### src/rtl/router_ingress_queue.sv
// router_ingress_queue
// Credit-controlled ingress FIFO in front of the 4-port combinational router.
// Words are accepted over a valid/ready handshake. The head word is dispatched
// only when its destination port holds a credit. Credits are returned per port
// by the downstream consumers.

module router_ingress_queue #(
  parameter int DATA_WIDTH = 32,
  parameter int DEPTH      = 4,
  parameter int CREDITS    = 2
) (
  input  logic                    clk,
  input  logic                    resetn,
  input  logic [DATA_WIDTH-1:0]   s_data,
  input  logic [1:0]              s_addr,
  input  logic                    s_valid,
  output logic                    s_ready,
  input  logic [3:0]              credit_ret,
  output logic [DATA_WIDTH-1:0]   din,
  output logic                    din_en,
  output logic [1:0]              addr,
  output logic [$clog2(DEPTH):0]  count
);

  localparam int PTR_W = $clog2(DEPTH);
  localparam int CNT_W = PTR_W + 1;
  localparam logic [CNT_W-1:0] FULL_COUNT = CNT_W'(DEPTH);
  localparam logic [3:0]       CREDIT_MAX = 4'(CREDITS);

  // Storage: payload and destination kept side by side per entry
  logic [DATA_WIDTH-1:0] data_mem [DEPTH];
  logic [1:0]            addr_mem [DEPTH];

  logic [PTR_W-1:0]      wr_ptr;
  logic [PTR_W-1:0]      rd_ptr;
  logic [3:0]            credit      [4];
  logic [3:0]            credit_next [4];
  logic [CNT_W-1:0]      count_next;

  logic                  push;
  logic                  pop;
  logic [DATA_WIDTH-1:0] head_data;
  logic [1:0]            head_addr;

  // Ready depends only on registered occupancy; a pop in this cycle does not
  // free a slot until the following cycle
  assign s_ready = (count != FULL_COUNT);

  // Head lookup and the push/dispatch decisions, all from registered state
  always_comb begin
    head_data = data_mem[rd_ptr];
    head_addr = addr_mem[rd_ptr];
    push      = s_valid && s_ready;
    pop       = (count != '0) && (credit[head_addr] != 4'd0);
  end

  // Occupancy after this edge: a simultaneous push and pop cancel out
  always_comb begin
    count_next = count;
    case ({push, pop})
      2'b10:   count_next = count + CNT_W'(1);
      2'b01:   count_next = count - CNT_W'(1);
      default: count_next = count;
    endcase
  end

  // Per-port credit update: dispatch consumes, return replenishes up to the
  // configured maximum, and both together leave the counter unchanged
  always_comb begin
    for (int p = 0; p < 4; p++) begin
      credit_next[p] = credit[p];
      if (pop && (head_addr == 2'(p)) && !credit_ret[p]) begin
        credit_next[p] = credit[p] - 4'd1;
      end else if (!(pop && (head_addr == 2'(p))) && credit_ret[p] &&
                   (credit[p] < CREDIT_MAX)) begin
        credit_next[p] = credit[p] + 4'd1;
      end
    end
  end

  // Entry storage is written at the tail; contents need no reset because
  // occupancy alone decides which entries are meaningful
  always_ff @(posedge clk) begin
    if (push) begin
      data_mem[wr_ptr] <= s_data;
      addr_mem[wr_ptr] <= s_addr;
    end
  end

  // Pointers wrap naturally since DEPTH is a power of two
  always_ff @(posedge clk or negedge resetn) begin
    if (!resetn) begin
      wr_ptr <= '0;
      rd_ptr <= '0;
      count  <= '0;
    end else begin
      if (push) wr_ptr <= wr_ptr + PTR_W'(1);
      if (pop)  rd_ptr <= rd_ptr + PTR_W'(1);
      count <= count_next;
    end
  end

  // Credit counters start full and are restored to full by reset
  always_ff @(posedge clk or negedge resetn) begin
    if (!resetn) begin
      for (int p = 0; p < 4; p++) credit[p] <= CREDIT_MAX;
    end else begin
      for (int p = 0; p < 4; p++) credit[p] <= credit_next[p];
    end
  end

  // Router-facing outputs are registered and forced to zero between dispatches
  always_ff @(posedge clk or negedge resetn) begin
    if (!resetn) begin
      din_en <= 1'b0;
      din    <= '0;
      addr   <= 2'd0;
    end else if (pop) begin
      din_en <= 1'b1;
      din    <= head_data;
      addr   <= head_addr;
    end else begin
      din_en <= 1'b0;
      din    <= '0;
      addr   <= 2'd0;
    end
  end

endmodule

### config.mk
export PLATFORM = sky130hd
export DESIGN_NAME = router_ingress_queue
export DESIGN_NICKNAME = d
export VERILOG_FILES = /design/src/rtl/router_ingress_queue.sv
export SDC_FILE = /design/constraint.sdc
export NUM_CORES = 1
export LEC_CHECK = 0
export CAP_MARGIN = 20
export CORE_AREA = 4 4 164 166
export CTS_CLUSTER_DIAMETER = 100
export DETAILED_ROUTE_END_ITERATION = 16
export DIE_AREA = 0 0 168 170
export HOLD_SLACK_MARGIN = 0.08
export MAX_ROUTING_LAYER = met4
export PLACE_DENSITY_LB_ADDON = 0.2
export SYNTH_ARGS = -nofsm -noshare
export SYNTH_HDL_FRONTEND = slang
export SYNTH_SLANG_ARGS = --single-unit
### constraint.sdc
create_clock -name clk -period 3.6 [get_ports clk]
set_input_delay 0.54 -clock clk [delete_from_list [all_inputs] [get_ports clk]]
set_output_delay 0.54 -clock clk [all_outputs]
set_load 0.01 [all_outputs]
==> flow_summary.json <==
{
  "worstMarginPinSlew_ns": 0.877,
  "wl_met2_um": 8060,
  "hold_violations": 0,
  "grt_pass1_wl_um": 25400,
  "portBuffers": 79,
  "fin_tns_setup_ns": 0,
  "async_reset_ff_share_pct": 29.9,
  "grt_pass1_vias": 4313,
  "highest_layer": "met4",
  "syn-num-nets": 467,
  "cts_tree": "built",
  "h-tree-depth": 4,
  "worstSkewPairLatency_ns": 0.43,
  "clk_transition_reported_paths_ns": 0.08,
  "ys.flop_type": "edfxtp_1",
  "start_kind": "register",
  "fmax_mhz": 327,
  "power.internal_mw": 5.51,
  "grt_max_degree": 59,
  "combPwrFrac_pct": 34.4,
  "wl_um": 16300,
  "rsz0062_at_grt": "no",
  "syn_inst": 416,
  "area_delta_synth_final_pct": 25.0,
  "grt_use_total_pct": 12.1,
  "clockRootBuffer": "clkbuf_16",
  "post_cts_buffers": 0,
  "core.rowCount": 59,
  "cap_violations": 0,
  "die_h_um": 170,
  "core_um2": 25600,
  "layout_common_cells": "edfxtp_1, clkdlybuf4s50_1, dfrtp_1",
  "cellPowerDensity_nw_per_um2": 881,
  "drc": 0,
  "fin_nets": 563,
  "drv_slew": 0,
  "status": "finished clean",
  "switchingPower_mw": 2.80,
  "p_seq_share_pct": 41.2,
  "grt-ovfl-total": 0,
  "via_count": 4039,
  "synth_area_leaders": "edfxtp_1, dfrtp_1, mux4_2",
  "start_util_pct": 29.5,
  "numClockSinks": 194,
  "routedWlPerCell_um": 19.0,
  "cts-hold-fix-buffers": 0,
  "wl_met3_um": 828,
  "max_slew_margin_pct": 41.5,
  "leakage_nw": 3.35,
  "final.period_utilization_pct": 85.0,
  "critical-path-max-stage-delay_ns": 0.69,
  "peakVddDrop_mv": 0.412,
  "critPathCaptureType": "register",
  "ys_warn_count": 0,
  "cpMaxStageDelayCell": "mux4_2",
  "synth-seq-area-share_pct": 73.4,
  "p_sw_share_pct": 33.7,
  "place_congestion": 0.726,
  "die_area_um2": 28600,
  "via_per_inst": 4.69,
  "drt-initial-drc-count": 390,
  "ctsResizeCount": 0,
  "yosys.area.top_type": "edfxtp_1",
  "power.total_mw": 8.31,
  "syn_area_um2": 7550,
  "antenna_found_initial": 1,
  "arrival_ns": 3.37,
  "m1WireLength_um": 7340,
  "p_clk_share_pct": 24.3,
  "hp-class": "input pin to asynchronous set/reset pin",
  "synth_seq_cells": 194,
  "ys_types": 48,
  "numCtsBuffers": 17,
  "synth_top_cell_area_share_pct": 54.1,
  "postRouteAntennaNets": 0,
  "period_needed_ns": 3.06,
  "io_pins": 80,
  "final_common_cell": "edfxtp_1",
  "fin_worst_skew_ns": 0.0132,
  "timing.final.setup_violations": 0,
  "die_w_um": 168,
  "avgSynthCellArea_um2": 18.1,
  "clk_path_buf_depth": 2,
  "worstSetupPathType": "register to register",
  "drive_above_1_share_pct": 18.3,
  "path_cells": "mux4_2, or4b_1, o21ai_0, nand2_1, ha_1, nor2_1, nand2_1, nor3_1, nor3_1",
  "crit_fanout": 13,
  "dp_hpwl_um": 10200,
  "critPathRequiredTime_ns": 3.91,
  "first_pass_iters": 4,
  "synth_edf_count": 136
}
## power by group through the flow
stage          Combinational, mW  Clock (mW)  Sequential (mW)
2_1_floorplan               1.83           0             3.42
6_report                    2.86        2.02             3.43
4_1_cts                     2.95        2.09             3.44
5_1_grt                     3.16        2.18             3.51
3_5_place_dp                2.94           0             3.48
3_3_place_gp                2.89           0             3.46
## kinds of logic after synthesis
| family | after synthesis | share of synthesized area, % |
|---|---|---|
| AO/OA/AOI/OAI | 29 | 3.02 |
| XOR/XNOR | 10 | 1.16 |
| adder cells (fa/ha/maj) | 10 | 1.76 |
| buffers and inverters | 32 | 1.87 |
| flip-flops | 194 | 73.4 |
| multiplexers | 38 | 10.8 |
| AND/OR/NAND/NOR | 103 | 8.01 |
## registers in the layout, summed over array words and instances (netlist names)
signal / cells
din_en: 1
rd_ptr: 2
addr: 2
din: 32
data_mem: 128
count: 3
addr_mem: 8
wr_ptr: 2
credit: 16
## Yosys cell counts, drive strengths merged (5+ instances only)
| cell type | number |
|---|---|
| inv | 17 |
| nor2 | 11 |
| xnor2 | 5 |
| a211oi | 7 |
| buf | 5 |
| and3 | 7 |
| edfxtp | 136 |
| nand3 | 10 |
| dfrtp | 54 |
| clkbuf | 10 |
| nor3 | 11 |
| nand2 | 10 |
| mux4 | 34 |
| ha | 9 |
| xor2 | 5 |
| nor2b | 33 |
## critical path, delay by kind of cell (launching register included)
family	cells	cell delay (ns)
compound gates	1	0.28
fa+ha+maj	1	0.20
flops	1	0.53
mux	1	0.69
simple gates	6	1.25
## metrics by stage
step / cells / instance area, µm² / hold slack, ns / setup slack (ns) / utilization (%)
after detailed placement: 828 / 8780 / 0.512 / 0.574 / 34.3
after global routing: 861 / 9430 / 0.296 / 0.300 / 36.8
after CTS: 860 / 9430 / 0.261 / 0.559 / 36.8
final: 861 / 9430 / 0.228 / 0.540 / 36.8
after global placement: 828 / 8780 / 0.505 / 0.672 / 34.3
after floorplan: 416 / 7550 / 0.244 / 0.723 / -
## routing by layer
metal / vias up / GRT usage [%]
met3: 11 / 4.00
met4: 0 / 2.40
met1: 2098 / 15.3
met2: 108 / 19.2
met5: - / -
li1: 1822 / -
## worst paths after layout
kind | startpoint | endpoint | slack (ns) | cells after the start
min reg2reg | credit[0]$_DFFE_PN0P_ | credit[0]$_DFFE_PN0P_ | 0.53 | 1
min in group clk | credit[0]$_DFFE_PN0P_ | credit[0]$_DFFE_PN0P_ | 0.53 | 1
min | resetn | din[31]$_DFF_PN0_ | 0.23 | 1
max in group asynchronous | resetn | rd_ptr[0]$_DFFE_PN0P_ | 2.76 | 1
max | rd_ptr[0]$_DFFE_PN0P_ | credit[6]$_DFFE_PN0P_ | 0.54 | 9
max reg2reg | rd_ptr[0]$_DFFE_PN0P_ | credit[6]$_DFFE_PN0P_ | 0.54 | 9
## cell type report
cell class / count / area (µm²)
multi-input cells: 190 / 1870
well taps: 335 / 419
clock inverters: 15 / 220
diodes: 1 / 2.50
fillers: 2385 / 16200
flip-flops and latches: 194 / 5540
clock buffers: 17 / 425
inverters: 17 / 63.8
repair buffers: 92 / 886
Power figures use the tool's default switching activity.
==> RTL change 1: new RTL, same settings <==
Make the reset (`resetn`) synchronous in 3 clocked blocks.
--- a/src/rtl/router_ingress_queue.sv
+++ b/src/rtl/router_ingress_queue.sv
@@ -90,3 +90,3 @@
   // Pointers wrap naturally since DEPTH is a power of two
-  always_ff @(posedge clk or negedge resetn) begin
+  always_ff @(posedge clk) begin
     if (!resetn) begin
@@ -103,3 +103,3 @@
   // Credit counters start full and are restored to full by reset
-  always_ff @(posedge clk or negedge resetn) begin
+  always_ff @(posedge clk) begin
     if (!resetn) begin
@@ -112,3 +112,3 @@
   // Router-facing outputs are registered and forced to zero between dispatches
-  always_ff @(posedge clk or negedge resetn) begin
+  always_ff @(posedge clk) begin
     if (!resetn) begin
Behaviour: differs if resetn is asserted again (counterexample within 4 cycles, from zero or initial values and one cycle with resetn low); with resetn held inactive, the same outputs for 4 cycles.
==> RTL change 1 against the unedited design <==
Clock power shrank 6%. Sequential cell count rose by 2. Largest cell class unchanged. Non-clock buffer count down 5. Via count decreased by 3.7%. Largest power group unchanged. Fmax is 10% higher. Final area shrank 3.5%. Setup slack gained 0.28 ns. Critical path type unchanged. First-iteration DRC count down 57%. Wire length decreased by 4.5%. Critical path depth stayed put. Total power down 23%. Highest routed layer unchanged. Combinational power shrank 48%. Synthesized area decreased by 3.2%.
==> RTL change 1: results (changes against the unedited design) <==
[power_and_ir_drop]
pg_comb_uw = 1500  ; was 2860 uW
leakagePower_uw = 0.003102  ; was 0.003351 uW
clock_power_share_pct = 29.8  ; was 24.3%

[global_routing]
grt.total_usage_pct = 11.73  ; was 12.06%
grt_pass1_wl_mm = 24.68  ; was 25.36 mm
grt_pass1_vias = 4328  ; was 4313

[run_status]
outcome = completed  ; unchanged

[synth]
async_flop_share_pct = 0  ; was 29.90%
netlist-cell-type-count = 40  ; was 48
yosysSeqAreaShare_pct = 72.37  ; was 73.42%
synthCells = 423  ; was 416
synth-xor-area-share_pct = 1.679  ; was 1.161%
synth_compound_area_share_pct = 1.799  ; was 3.018%
synth_nets = 474  ; was 467

[place]
place_hpwl_mm = 9.335  ; was 10.18 mm
pre_cts_slack_ns = 0.8108  ; was 0.5737 ns

[layout]
n_all_inverters = 8  ; was 17
fin_nets = 561  ; was 563
clk_share_pct = 6.666  ; was 6.846%
seq_share_pct = 58.08  ; was 58.78%
drive_above_1_share_pct = 16.06  ; was 18.29%

[min_path]
hp-class = reg -> reg  ; was in -> async

[drt]
dr_total_vias = 3888  ; was 4039
wl_met2_mm = 7.622  ; was 8.062 mm
met1Wirelength_mm = 7.040  ; was 7.341 mm

[timing]
fin_worst_skew_ns = 0.01451  ; was 0.01325 ns
maxSlewHeadroom_pct = 31.99  ; was 41.54%

[critical_path]
cpLargestDelayFamily = multiplexers  ; was simple AND/OR/NAND/NOR gates

RTL change 1: changes by cell type after synthesis, moves of 6 or more:
cell      delta
a21oi_1      +6
and3_1      +30
nand2_1      +7
dfrtp_1     -54
nor2b_1     -29
dfxtp_1     +60
or3_1        +6
a211oi_1     -6
inv_1        -9
mux2i_1      +7
RTL change 1: stage by stage:
| stage | util (%) | cell area [sq um] | power, uW |
|---|---|---|---|
| 2_1_floorplan | - | 7303 | 3905 |
| 3_3_place_gp | 33.16 | 8494 | 4532 |
| 3_5_place_dp | 33.16 | 8494 | 4561 |
| 4_1_cts | 35.53 | 9101 | 6475 |
| 5_1_grt | 35.54 | 9104 | 6730 |
| 6_report | 35.54 | 9104 | 6364 |
RTL change 1: how the worst max path moves through the flow:
stage | from | end | slack, ns
floorplan | register | count[2] | 0.78
global placement | register | count[2] | 0.89
detailed placement | register | credit[0][2] | 0.81
CTS | register | credit[0][2] | 0.79
global route | register | count[2] | 0.63
finish | register | count[2] | 0.82
==> RTL change 2: new RTL, same flow settings <==
Without the edit above. Set the parameter `DATA_WIDTH` to 24 (it was 32).
--- a/src/rtl/router_ingress_queue.sv
+++ b/src/rtl/router_ingress_queue.sv
@@ -7,3 +7,3 @@
 module router_ingress_queue #(
-  parameter int DATA_WIDTH = 32,
+  parameter int DATA_WIDTH = 24,
   parameter int DEPTH      = 4,
Interface: changed (resized din and s_data); port bits go from 80 to 64. The function was not compared with the original's and may differ.
==> RTL change 2 against the unedited design <==
Sequential power fell by 20%. Fmax rose by 1.1%. Final area fell by 18%. Sequential cell count fell by 40. Total power fell by 16%. Synthesized area fell by 18%. Setup slack improved by 0.035 ns. First-iteration DRC count fell by 60%. Final cell count fell by 10%. Combinational power fell by 15%. Wire length fell by 18%. Critical path type unchanged.
==> RTL change 2: results (changes against the unedited design) <==
[synth]
synth_nets = 400  ; was 467
netlist_top_cells_count = 104 x edfxtp_1, 46 x dfrtp_1, 26 x mux4_2, 26 x nor2b_1, 16 x nor2_1  ; was 136 x edfxtp_1, 54 x dfrtp_1, 33 x mux4_2, 33 x nor2b_1, 17 x inv_1
yosysSeqAreaShare_pct = 70.99  ; was 73.42%
netlist-cell-type-count = 50  ; was 48
ys.flop_type = edfxtp_1  ; unchanged
async_flop_share_pct = 32.47  ; was 29.90%
synth_edf_count = 104  ; was 136
synth_area_leaders = edfxtp_1 51%, dfrtp_1 19%, mux4_2 9.5%, nor2b_1 2.6%, ha_1 1.8%  ; was edfxtp_1 54%, dfrtp_1 18%, mux4_2 9.8%, nor2b_1 2.7%, ha_1 1.5%
synth_warnings = 0  ; unchanged
syn_avg_cell_area_sq_um = 17.28  ; was 18.14 sq um

[drt]
wl_per_cell_microns = 17.38  ; was 18.96 microns
drt-pass1-iter-count = 4  ; unchanged
vias_per_cell = 4.317  ; was 4.691
drt-initial-drc-count = 155  ; was 390
dr_total_vias = 3346  ; was 4039

[place]
pre_cts_slack_ns = 0.5821  ; was 0.5737 ns
place_hpwl_mm = 8.371  ; was 10.18 mm
dpl_cell_area_sq_um = 7173  ; was 8782 sq um
gp_congestion = 0.7516  ; was 0.7257
dp_cells = 743  ; was 828
port_buffers = 63  ; was 79

[clock_network]
cts_buffers = 17  ; unchanged
clk_pin_slew_ns = 0.07
h-tree-depth = 4  ; unchanged
cts_root_buffer = clkbuf_16  ; unchanged
cts.path.max_buffers = 2  ; unchanged
cts_setup_buffers = 0  ; unchanged
cts_resized = 0  ; unchanged
clk_latency_ns = 0.43  ; about the same

[global_routing]
grt.total_usage_pct = 10.25  ; was 12.06%
grt_pass1_vias = 3645  ; was 4313
grt_pass1_wl_mm = 21.29  ; was 25.36 mm
grt_max_degree = 27  ; was 59
antenna_found_initial = 0  ; was 1

[timing]
fin_worst_skew_ns = 0.01176  ; was 0.01325 ns
worst_slew_pin_slew_ns = 0.8025  ; was 0.8769 ns

[power_and_ir_drop]
leakagePower_uw = 0.002739  ; was 0.003351 uW
peakVddDrop_mv = 0.3138  ; was 0.4118 mV
swShare_pct = 33.40  ; was 33.69%

[critical_path]
reg2reg_from = rd_ptr[0]  ; unchanged
cp_max_fo = 13  ; unchanged
crit_start = rd_ptr[0]  ; unchanged
r2r_cells = 8  ; was 9
cp.arrival_ns = 3.32  ; was 3.37 ns

[layout]
n_fill_cell = 2531  ; was 2385
antennaDiodeCount = 0  ; was 1
largestRegisters = data_mem: 96 flops, din: 24 flops, credit: 16 flops  ; was data_mem: 128 flops, din: 32 flops, credit: 16 flops
fin_nets = 470  ; was 563
drive_above_1_share_pct = 18.18  ; was 18.29%

[min_path]
hp-class = in -> async  ; unchanged

[run_status]
outcome = completed  ; unchanged

==> RTL change 2: changes by cell type after synthesis, sizes merged, moves of 3 or more <==
cell,before,now
inv,17,11
nand3,10,7
nand2,10,6
mux4,34,26
nor2b,33,26
edfxtp,136,104
nor2,11,16
dfrtp,54,46
==> RTL change 2: final timing paths <==
| check | end | slack, ns |
|---|---|---|
| max | credit[10] | 0.57 |
| max reg2reg | credit[10] | 0.57 |
| min | din[23] | 0.14 |
| max in group asynchronous | credit[1] | 2.60 |
| min reg2reg | credit[12] | 0.54 |
| min in group clk | credit[12] | 0.54 |
==> RTL change 2: cell type report <==
type / instances / area (sq um) / share of cell area, %
sequential: 154 / 4380 / 56.32
multi-input combinational: 175 / 1669 / 21.46
timing repair buffer: 68 / 663.1 / 8.526
clock buffer: 18 / 429.2 / 5.518
tap: 335 / 419.2 / 5.389
clock inverter: 14 / 175.2 / 2.252
inverter: 11 / 41.29 / 0.5309
==> RTL change 2: cells by family after synthesis <==
logic type | count (synthesis) | synth area share, %
AO/OA/AOI/OAI | 28 | 3.976
flip-flops | 154 | 70.99
AND/OR/NAND/NOR | 95 | 8.986
XOR/XNOR | 12 | 1.704
adder cells (fa/ha/maj) | 10 | 2.150
buffers and inverters | 28 | 2.028
multiplexers | 30 | 10.16
==> RTL change 2: power by group through the flow <==
| stage | Combinational [uW] | Clock, uW | Sequential (uW) |
|---|---|---|---|
| floorplan | 1640 | 0 | 2710 |
| global placement | 2490 | 0 | 2750 |
| detailed placement | 2510 | 0 | 2770 |
| CTS | 2530 | 1900 | 2740 |
| global route | 2720 | 1980 | 2790 |
| finish | 2440 | 1840 | 2730 |
==> RTL change 2: metrics by stage <==
| step | power, uW | utilization (%) |
|---|---|---|
| floorplan | 4345 | - |
| global placement | 5237 | 28.00 |
| detailed placement | 5276 | 28.00 |
| CTS | 7162 | 30.36 |
| global route | 7493 | 30.36 |
| finish | 7013 | 30.36 |
==> RTL change 2: routing by layer <==
metal  part of all wire (%)  wire (microns)  vias to the layer above  track usage [%]
li1                       -               -                     1520                -
met1                     43            5807                     1737            12.01
met2                     51            6917                       76            17.14
met3                    4.3             578                       13            2.811
met4                    1.2             164                        0            3.493
met5                      0               0                        -                -
==> RTL change 2: critical path, cell delays in order (launching register included) <==
cell and delay (ns):
dfrtp_2 0.53, mux4_2 0.69, or4b_1 0.69, nor2_1 0.22, xor2_1 0.18, ha_1 0.19
nor2_1 0.06, a311oi_1 0.27, nor3_1 0.08
